`config.mk`:
```
export PLATFORM = sky130hd
export DESIGN_NAME = frame_scheduler
export DESIGN_NICKNAME = d
export VERILOG_FILES = /design/src/rtl/frame_scheduler.sv
export SDC_FILE = /design/constraint.sdc
export NUM_CORES = 1
export LEC_CHECK = 0
export ABC_CLOCK_PERIOD_IN_PS = 2900
export BUFFER_PORTS_ARGS = -buffer_cell sky130_fd_sc_hd__buf_4
export CAP_MARGIN = 20
export CORE_MARGIN = 8
export CORE_UTILIZATION = 50
export DETAILED_ROUTE_END_ITERATION = 12
export PLACE_DENSITY_LB_ADDON = 0.1
export RECOVER_POWER = 50
export SKIP_CTS_REPAIR_TIMING = 1
export SLEW_MARGIN = 25
export SYNTH_ARGS = -nofsm -noshare
export SYNTH_HDL_FRONTEND = slang
export SYNTH_SLANG_ARGS = --single-unit
```
`constraint.sdc`:
```
create_clock -name clk -period 2.9 [get_ports clk]
set_input_delay 0.58 -clock clk [delete_from_list [all_inputs] [get_ports clk]]
set_output_delay 0.58 -clock clk [all_outputs]
set_load 0.05 [all_outputs]
```
`src/rtl/frame_scheduler.sv`:
```
// frame_scheduler: raster timing generator with a one-deep processing-mode slot.
// After start it sweeps (out_vcnt, out_hcnt) over V_FRAME x H_FRAME, flags the
// active region on out_vde, and pulses frame_start at (0,0). A stop request
// lets the current frame finish, then DRAIN waits LATENCY cycles for the
// downstream pipeline before returning to IDLE. frame_done marks the last
// pixel of each frame leaving that pipeline, LATENCY cycles after it is issued.
// Ports:
//   clk, rst         - clock, asynchronous active-low reset
//   start, stop      - single-cycle run / halt-after-frame requests
//   cfg_valid/_mode  - mode update offered into the pending slot
//   cfg_ready        - pending slot empty
//   out_vcnt/_hcnt   - line / pixel counters
//   out_vde          - active-region flag aligned with the counters
//   active_mode      - mode applied to the current frame
//   frame_start      - pulse at (0,0) while running
//   frame_done       - pulse when a frame's last pixel leaves the pipeline
//   busy             - high in RUN or DRAIN
module frame_scheduler #(
   parameter int H_ACTIVE   = -1,
   parameter int V_ACTIVE   = -1,
   parameter int H_FRAME    = -1,
   parameter int V_FRAME    = -1,
   parameter int MODE_WIDTH = 2,
   parameter int LATENCY    = 4,
   localparam int unsigned HW = (H_FRAME > 1) ? $clog2(H_FRAME) : 1,
   localparam int unsigned VW = (V_FRAME > 1) ? $clog2(V_FRAME) : 1
) (
   input  logic                  clk,
   input  logic                  rst,
   input  logic                  start,
   input  logic                  stop,
   input  logic                  cfg_valid,
   input  logic [MODE_WIDTH-1:0] cfg_mode,
   output logic                  cfg_ready,
   output logic [VW-1:0]         out_vcnt,
   output logic [HW-1:0]         out_hcnt,
   output logic                  out_vde,
   output logic [MODE_WIDTH-1:0] active_mode,
   output logic                  frame_start,
   output logic                  frame_done,
   output logic                  busy
);

   localparam int unsigned DW      = (LATENCY > 1) ? $clog2(LATENCY) : 1;
   localparam int unsigned H_ACT_U = (H_ACTIVE > 0) ? 32'(H_ACTIVE) : 32'd0;
   localparam int unsigned V_ACT_U = (V_ACTIVE > 0) ? 32'(V_ACTIVE) : 32'd0;
   localparam logic [HW-1:0] H_LAST = HW'(H_FRAME - 1);
   localparam logic [VW-1:0] V_LAST = VW'(V_FRAME - 1);
   localparam logic [DW-1:0] D_LAST = DW'(LATENCY - 1);

   typedef enum logic [1:0] {
      S_IDLE  = 2'd0,
      S_RUN   = 2'd1,
      S_DRAIN = 2'd2
   } state_t;

   state_t                  state, state_nxt;
   logic [HW-1:0]           hcnt_nxt;
   logic [VW-1:0]           vcnt_nxt;
   logic                    stop_pending, stop_pending_nxt;
   logic [DW-1:0]           drain_cnt, drain_cnt_nxt;
   logic [LATENCY-1:0]      done_pipe, done_pipe_nxt;
   logic                    last_pix;
   logic                    fs_nxt, vde_nxt, busy_nxt;
   logic                    pend_full, pend_full_nxt;
   logic [MODE_WIDTH-1:0]   pend_mode, pend_mode_nxt;
   logic [MODE_WIDTH-1:0]   active_mode_nxt;
   logic                    applied, applied_nxt;
   logic                    cfg_ready_nxt;

   assign frame_done = done_pipe[LATENCY-1];

   // Next-state, counter, pipeline and mode-slot logic
   always_comb begin
      state_nxt        = state;
      hcnt_nxt         = out_hcnt;
      vcnt_nxt         = out_vcnt;
      stop_pending_nxt = stop_pending;
      drain_cnt_nxt    = drain_cnt;
      active_mode_nxt  = active_mode;
      pend_mode_nxt    = pend_mode;
      pend_full_nxt    = pend_full;
      applied_nxt      = 1'b0;
      done_pipe_nxt    = '0;

      last_pix = (state == S_RUN) && (out_hcnt == H_LAST) && (out_vcnt == V_LAST);

      case (state)
         S_IDLE: begin
            hcnt_nxt         = '0;
            vcnt_nxt         = '0;
            stop_pending_nxt = 1'b0;
            if (start) begin
               state_nxt = S_RUN;
            end
         end
         S_RUN: begin
            if (stop) begin
               stop_pending_nxt = 1'b1;
            end
            if (out_hcnt == H_LAST) begin
               hcnt_nxt = '0;
               vcnt_nxt = (out_vcnt == V_LAST) ? '0 : out_vcnt + VW'(1);
            end else begin
               hcnt_nxt = out_hcnt + HW'(1);
            end
            if (last_pix && (stop_pending || stop)) begin
               state_nxt        = S_DRAIN;
               drain_cnt_nxt    = '0;
               stop_pending_nxt = 1'b0;
            end
         end
         S_DRAIN: begin
            hcnt_nxt = '0;
            vcnt_nxt = '0;
            if (drain_cnt == D_LAST) begin
               state_nxt = S_IDLE;
            end else begin
               drain_cnt_nxt = drain_cnt + DW'(1);
            end
         end
         default: begin
            state_nxt = S_IDLE;
            hcnt_nxt  = '0;
            vcnt_nxt  = '0;
         end
      endcase

      fs_nxt   = (state_nxt == S_RUN) && (hcnt_nxt == '0) && (vcnt_nxt == '0);
      vde_nxt  = (state_nxt == S_RUN) && (32'(vcnt_nxt) < V_ACT_U) &&
                 (32'(hcnt_nxt) < H_ACT_U);
      busy_nxt = (state_nxt != S_IDLE);

      // Last-pixel marker delayed by the downstream pipeline depth
      done_pipe_nxt[0] = last_pix;
      for (int i = 1; i < LATENCY; i++) begin
         done_pipe_nxt[i] = done_pipe[i-1];
      end

      // Mode slot: outside RUN apply at once; in RUN copy as frame_start is
      // raised and free the slot one cycle later, so a mode landing in the
      // frame_start cycle waits for the following frame.
      if (state != S_RUN) begin
         if (pend_full) begin
            active_mode_nxt = pend_mode;
            pend_full_nxt   = 1'b0;
         end
      end else if (applied) begin
         pend_full_nxt = 1'b0;
      end else if (pend_full && fs_nxt) begin
         active_mode_nxt = pend_mode;
         applied_nxt     = 1'b1;
      end

      if (cfg_valid && cfg_ready) begin
         pend_mode_nxt = cfg_mode;
         pend_full_nxt = 1'b1;
      end

      cfg_ready_nxt = ~pend_full_nxt;
   end

   // State and registered outputs
   always_ff @(posedge clk or negedge rst) begin
      if (!rst) begin
         state        <= S_IDLE;
         out_hcnt     <= '0;
         out_vcnt     <= '0;
         out_vde      <= 1'b0;
         frame_start  <= 1'b0;
         busy         <= 1'b0;
         stop_pending <= 1'b0;
         drain_cnt    <= '0;
         done_pipe    <= '0;
         active_mode  <= '0;
         pend_mode    <= '0;
         pend_full    <= 1'b0;
         applied      <= 1'b0;
         cfg_ready    <= 1'b1;
      end else begin
         state        <= state_nxt;
         out_hcnt     <= hcnt_nxt;
         out_vcnt     <= vcnt_nxt;
         out_vde      <= vde_nxt;
         frame_start  <= fs_nxt;
         busy         <= busy_nxt;
         stop_pending <= stop_pending_nxt;
         drain_cnt    <= drain_cnt_nxt;
         done_pipe    <= done_pipe_nxt;
         active_mode  <= active_mode_nxt;
         pend_mode    <= pend_mode_nxt;
         pend_full    <= pend_full_nxt;
         applied      <= applied_nxt;
         cfg_ready    <= cfg_ready_nxt;
      end
   end

endmodule

```
======== Word-level counts from Yosys, hierarchy flattened ========
Cells that the tools add are included.
storage, ports and cells
  flip-flop bits (word level) ............. 20
  input bits .............................. 7
  output and inout bits ................... 9
  logic and storage cells ................. 72
operators by class
  $add $sub $neg .......................... 3
  equal/unequal tests ..................... 10
  multiplexer cells ....................... 25
  bitwise gates (word level) .............. 5
  reductions and logical operators ........ 16
operator list
  cell                                                    number
  2-to-1 mux 2 bit                                        9
  2-to-1 mux 1 bit                                        13
  nonzero test 2 bit                                      4
  logical AND 1 bit                                       7
  inequality test 2 x 1 -> 1 bit (second input constant)  3
  one-hot mux 2 bit (3 select lines)                      1
  AND reduction 3 bit                                     2
  inverter 1 bit                                          5
  == test 2 x 1 -> 1 bit (second input constant)          2
  == test 2 bit (second input constant)                   2
  inequality test 2 bit (second input constant)           2
  one-hot mux 2 bit (2 select lines)                      1
  inequality test 3 x 2 -> 1 bit (second input constant)  1
  adder 1 bit (second input constant)                     2
  adder 2 x 1 -> 2 bit (second input constant)            1
  zero test 2 bit                                         1
  one-hot mux 1 bit (2 select lines)                      1
  AND reduction 2 bit                                     1
  logical OR 1 bit                                        1

======== Logic depth before layout (Yosys ltp) ========
  depth after elaboration ................. 13
  mapped depth ............................ 7

======== Worst setup path after synthesis ========
OpenSTA, ideal clock, no wires.
  path kind ............................... register -> register
  start point ............................. register state[1]
  end point ............................... register active_mode[0]
  setup time .............................. 128 ps
  data arrival time ....................... 1906 ps
  slack ................................... 866 ps
  cell stages (with the launch flop) ...... 8
  path buffers ............................ 0
  period minus slack after synthesis ...... 2034 ps
  cell sequence ........................... dfrtp_1 > inv_1 > ha_1 > or3b_1 > a311o_1 > inv_2 > a32oi_2 > mux2_1
on the way
  longest elaborated chain between the ends .. 12
  elaborated cells on any way between the ends .. 24
  those cells by class .................... 6 x eq/ne; 7 x mux; 2 x bitwise; 9 x reduce/logical
RTL lines
  what                                  line  source
  start: declaration                    57    state_t state, state_nxt;
  start signal: assignment              181   state <= state_nxt;
  == test 2 x 1 -> 1 bit                86    last_pix = (state == S_RUN) && (out_hcnt == H_LAST) && (out_vcnt == V_LAST);
  logical AND 1 bit (2 in series)       86
  named net last_pix                    63    logic last_pix;
  logical AND 1 bit                     107   if (last_pix && (stop_pending || stop)) begin
  2-to-1 mux 2 bit                      107
  one-hot mux 2 bit (3 select lines)    88    case (state)
  named net state_nxt[0]                57
  == test 2 x 1 -> 1 bit                n/a
  logical AND 1 bit (2 in series)       129   fs_nxt = (state_nxt == S_RUN) && (hcnt_nxt == '0) && (vcnt_nxt == '0);
  logical AND 1 bit                     150   end else if (pend_full && fs_nxt) begin
  nonzero test 2 bit (no source line)   n/a
  AND reduction 3 bit (no source line)  n/a
  end signal: assignment                190   active_mode <= active_mode_nxt;
  end: declaration                      38    output logic [MODE_WIDTH-1:0] active_mode,
The timed path passes the listed nets, and every way through them passes these cells.
A chain may end at the register's enable or synchronous reset.

======== Final worst setup path ========
Ends and elaborated chain as after synthesis.

==> impl_metrics.tcl <==
set metrics [dict create \
    multiInputGateArea_um2 289 \
    synth_area_um2 778 \
    tritoncts "yes" \
    globalplace.congestion 0.876 \
    final-max-slew-violation-count 0 \
    slowest_delay_ns 0.45 \
    cp_num_buf_inv 2 \
    num_io_pins 16 \
    ctsRootBufferMaster "clkbuf_4" \
    yosysWarnings 0 \
    totalWireLength_um 1300 \
    p_leak_nw 0.459 \
    first_global_vias 510 \
    critPathLaunchType "flop" \
    fillers 119 \
    whs_ns 0.365 \
    viasPerCell 5.04 \
    layoutNonFillerInstCount 94 \
    drt_first_pass_iters 3 \
    fmax_mhz 460 \
    stdcell_area_um2 906 \
    hpwlAfterDp_um 988 \
    gr-total-overflow 0 \
    syn_avg_cell_area_um2 12.4 \
    clk-insertion-delay-late_ns 0.29 \
    ys_seq_elements 18 \
    synthCells 63 \
    synth_cell_types 27 \
    cts_buffers 3 \
    vias 474 \
    wl_per_cell_um 13.9 \
    track_usage 0.0960 \
    min_period_over_period 0.749 \
    endpoint_kind "flop" \
    path_class "reg2reg" \
    drive_gt1_frac 0.282 \
    fin_tns_setup_ns 0 \
    seq_area_um2 452 \
    fp.dieH_um 55.5 \
    antenna_found_initial 0 \
    syn_to_final_growth_pct 16.4 \
    cts_max_level 1 \
    path_cells "inv_1, ha_1, or3b_1, a311o_1, inv_2, a32oi_2, mux2_1" \
    skew_ns 0.000845 \
    fp.dieW_um 55.5 \
    ir_drop_mv 0.705 \
    p_per_area_nw_per_um2 1230 \
    cts_num_sinks 18 \
    hold_violations 0 \
    grt_max_degree 19 \
    finalSetupViolCount 0 \
    period_minus_slack_ns 2.17 \
    slew_headroom 0.404 \
    drt_iter0_markers 3 \
    start_util 0.523 \
    placed_cells 90 \
    hold_path.class "in2async" \
    cts.clk_slew.worst_paths_ns 0.10 \
    num_antenna_cells 0 \
    outcome "finished, final reports clean" \
    grt_pass1_wl_um 2350 \
    rows 14 \
    coreArea_um2 1490 \
    arrival_ns 2.36 \
    cts_buffer_depth 2 \
    crit_fanout 5 \
    ys_seq_area_frac 0.580 \
    drc 0 \
    numPortBuffers 12 \
    die-area_um2 3070 \
    cpMaxStageDelayCell "dfrtp_1" \
    ant_nets 0 \
    placedInstanceArea_um2 873 \
    required_ns 3.09 \
    worstMarginPinSlew_ns 0.894 \
    crit_family "compound AO/OA/AOI/OAI gates" \
    rsz0062_at_grt "no" \
    cap_violations 0 \
    fin_nets 91 \
]
-- power breakdown --
part / internal [mW] / leakage [nW] / switching [mW]
Clock: 0.0766 / 0.0210 / 0.0767
Sequential: 0.361 / 0.226 / 0.0590
Combinational: 0.195 / 0.211 / 0.344
-- cells in the final DEF, fill, tap and decap left out, drive strengths merged --
cell | synthesis | routed
inv | 6 | 6
dfrtp | 17 | 17
or3b | 1 | 1
nor3 | 1 | 1
ha | 5 | 5
dfstp | 1 | 1
o21ai | 2 | 2
nor2 | 2 | 2
nand2b | 2 | 2
mux2 | 4 | 4
a311oi | 1 | 1
a22o | 2 | 2
clkbuf | 0 | 5
and2b | 1 | 1
conb | 1 | 3
nand3 | 1 | 1
o21a | 1 | 1
buf | 3 | 11
and3 | 1 | 1
or2 | 2 | 2
a21oi | 1 | 1
nand2 | 6 | 6
a32oi | 1 | 1
a311o | 1 | 1
-- cell usage after synthesis --
master	count	area, µm²
or2_1	1	6.26
mux2_2	2	22.5
a311o_1	1	10.0
mux2_1	2	22.5
inv_2	1	3.75
nor3_1	1	5.00
a311oi_1	1	8.76
nand3_1	1	5.00
and3_1	1	6.26
and2b_1	1	7.51
nor2_1	1	3.75
nor2_4	1	11.3
nand2b_1	2	12.5
nand2_1	6	22.5
o21ai_0	2	10.0
a32oi_2	1	16.3
or2_2	1	6.26
a21oi_1	1	5.00
a22o_1	2	17.5
buf_4	3	22.5
o21a_1	1	7.51
inv_1	5	18.8
ha_1	5	62.6
dfrtp_1	17	425
or3b_1	1	8.76
dfstp_2	1	26.3
conb_1	1	3.75
-- final cells by class --
type	count	share of cell area
sequential	18	0.499
multi-input combinational	38	0.319
timing repair buffer	12	0.0953
clock buffer	4	0.0401
inverter	6	0.0249
tap	16	0.0221
-- flip-flops by register name (all words and copies together), names as in the netlist --
name / count
done_pipe: 4
active_mode: 2
drain_cnt: 2
pend_mode: 2
state: 2
applied: 1
busy: 1
cfg_ready: 1
frame_start: 1
pend_full: 1
stop_pending: 1
-- routing by layer --
layer | share of wire | wire, µm | GRT usage
met5 | 0 | 0 | 0
met4 | 0.014 | 18 | 0.0528
met3 | 0.054 | 70 | 0.0525
met2 | 0.50 | 649 | 0.143
met1 | 0.43 | 566 | 0.106
-- cell families (layout without fill, tap and decap cells) --
| kind of cell | after synthesis | count (layout) | synth area share |
|---|---|---|---|
| and+or+nand+nor | 17 | 17 | 0.122 |
| other | 1 | 3 | 0.00482 |
| buffers and inverters | 9 | 22 | 0.0579 |
| DFF | 18 | 18 | 0.580 |
| muxes | 4 | 4 | 0.0579 |
| AOI/OAI and AO/OA | 9 | 9 | 0.0965 |
| adders and majority gates | 5 | 5 | 0.0804 |
-- path summary, 6_finish.rpt --
| kind | startpoint | cells after the start | to | slack, ns |
|---|---|---|---|---|
| min in group clk | done_pipe[2]$_DFF_PN0_ | 0 | done_pipe[3]$_DFF_PN0_ | 0.37 |
| max in group asynchronous | rst | 1 | state[0]$_DFF_PN0_ | 1.98 |
| setup / recovery | state[1]$_DFF_PN0_ | 7 | active_mode[0]$_DFFE_PN0P_ | 0.73 |
| hold / removal | rst | 1 | drain_cnt[1]$_DFFE_PN0P_ | 0.37 |
| setup reg to reg | state[1]$_DFF_PN0_ | 7 | active_mode[0]$_DFFE_PN0P_ | 0.73 |
| hold reg to reg | done_pipe[2]$_DFF_PN0_ | 0 | done_pipe[3]$_DFF_PN0_ | 0.37 |
-- stage by stage --
step / power (mW) / utilization / worst slack, ns
after floorplan: 0.822 / - / 0.866
after global placement: 0.969 / 0.587 / 0.797
after detailed placement: 0.962 / 0.587 / 0.745
after CTS: 1.13 / 0.611 / 0.724
after global routing: 1.19 / 0.608 / 0.579
final: 1.11 / 0.608 / 0.728
(Power assumes the default switching activity.)
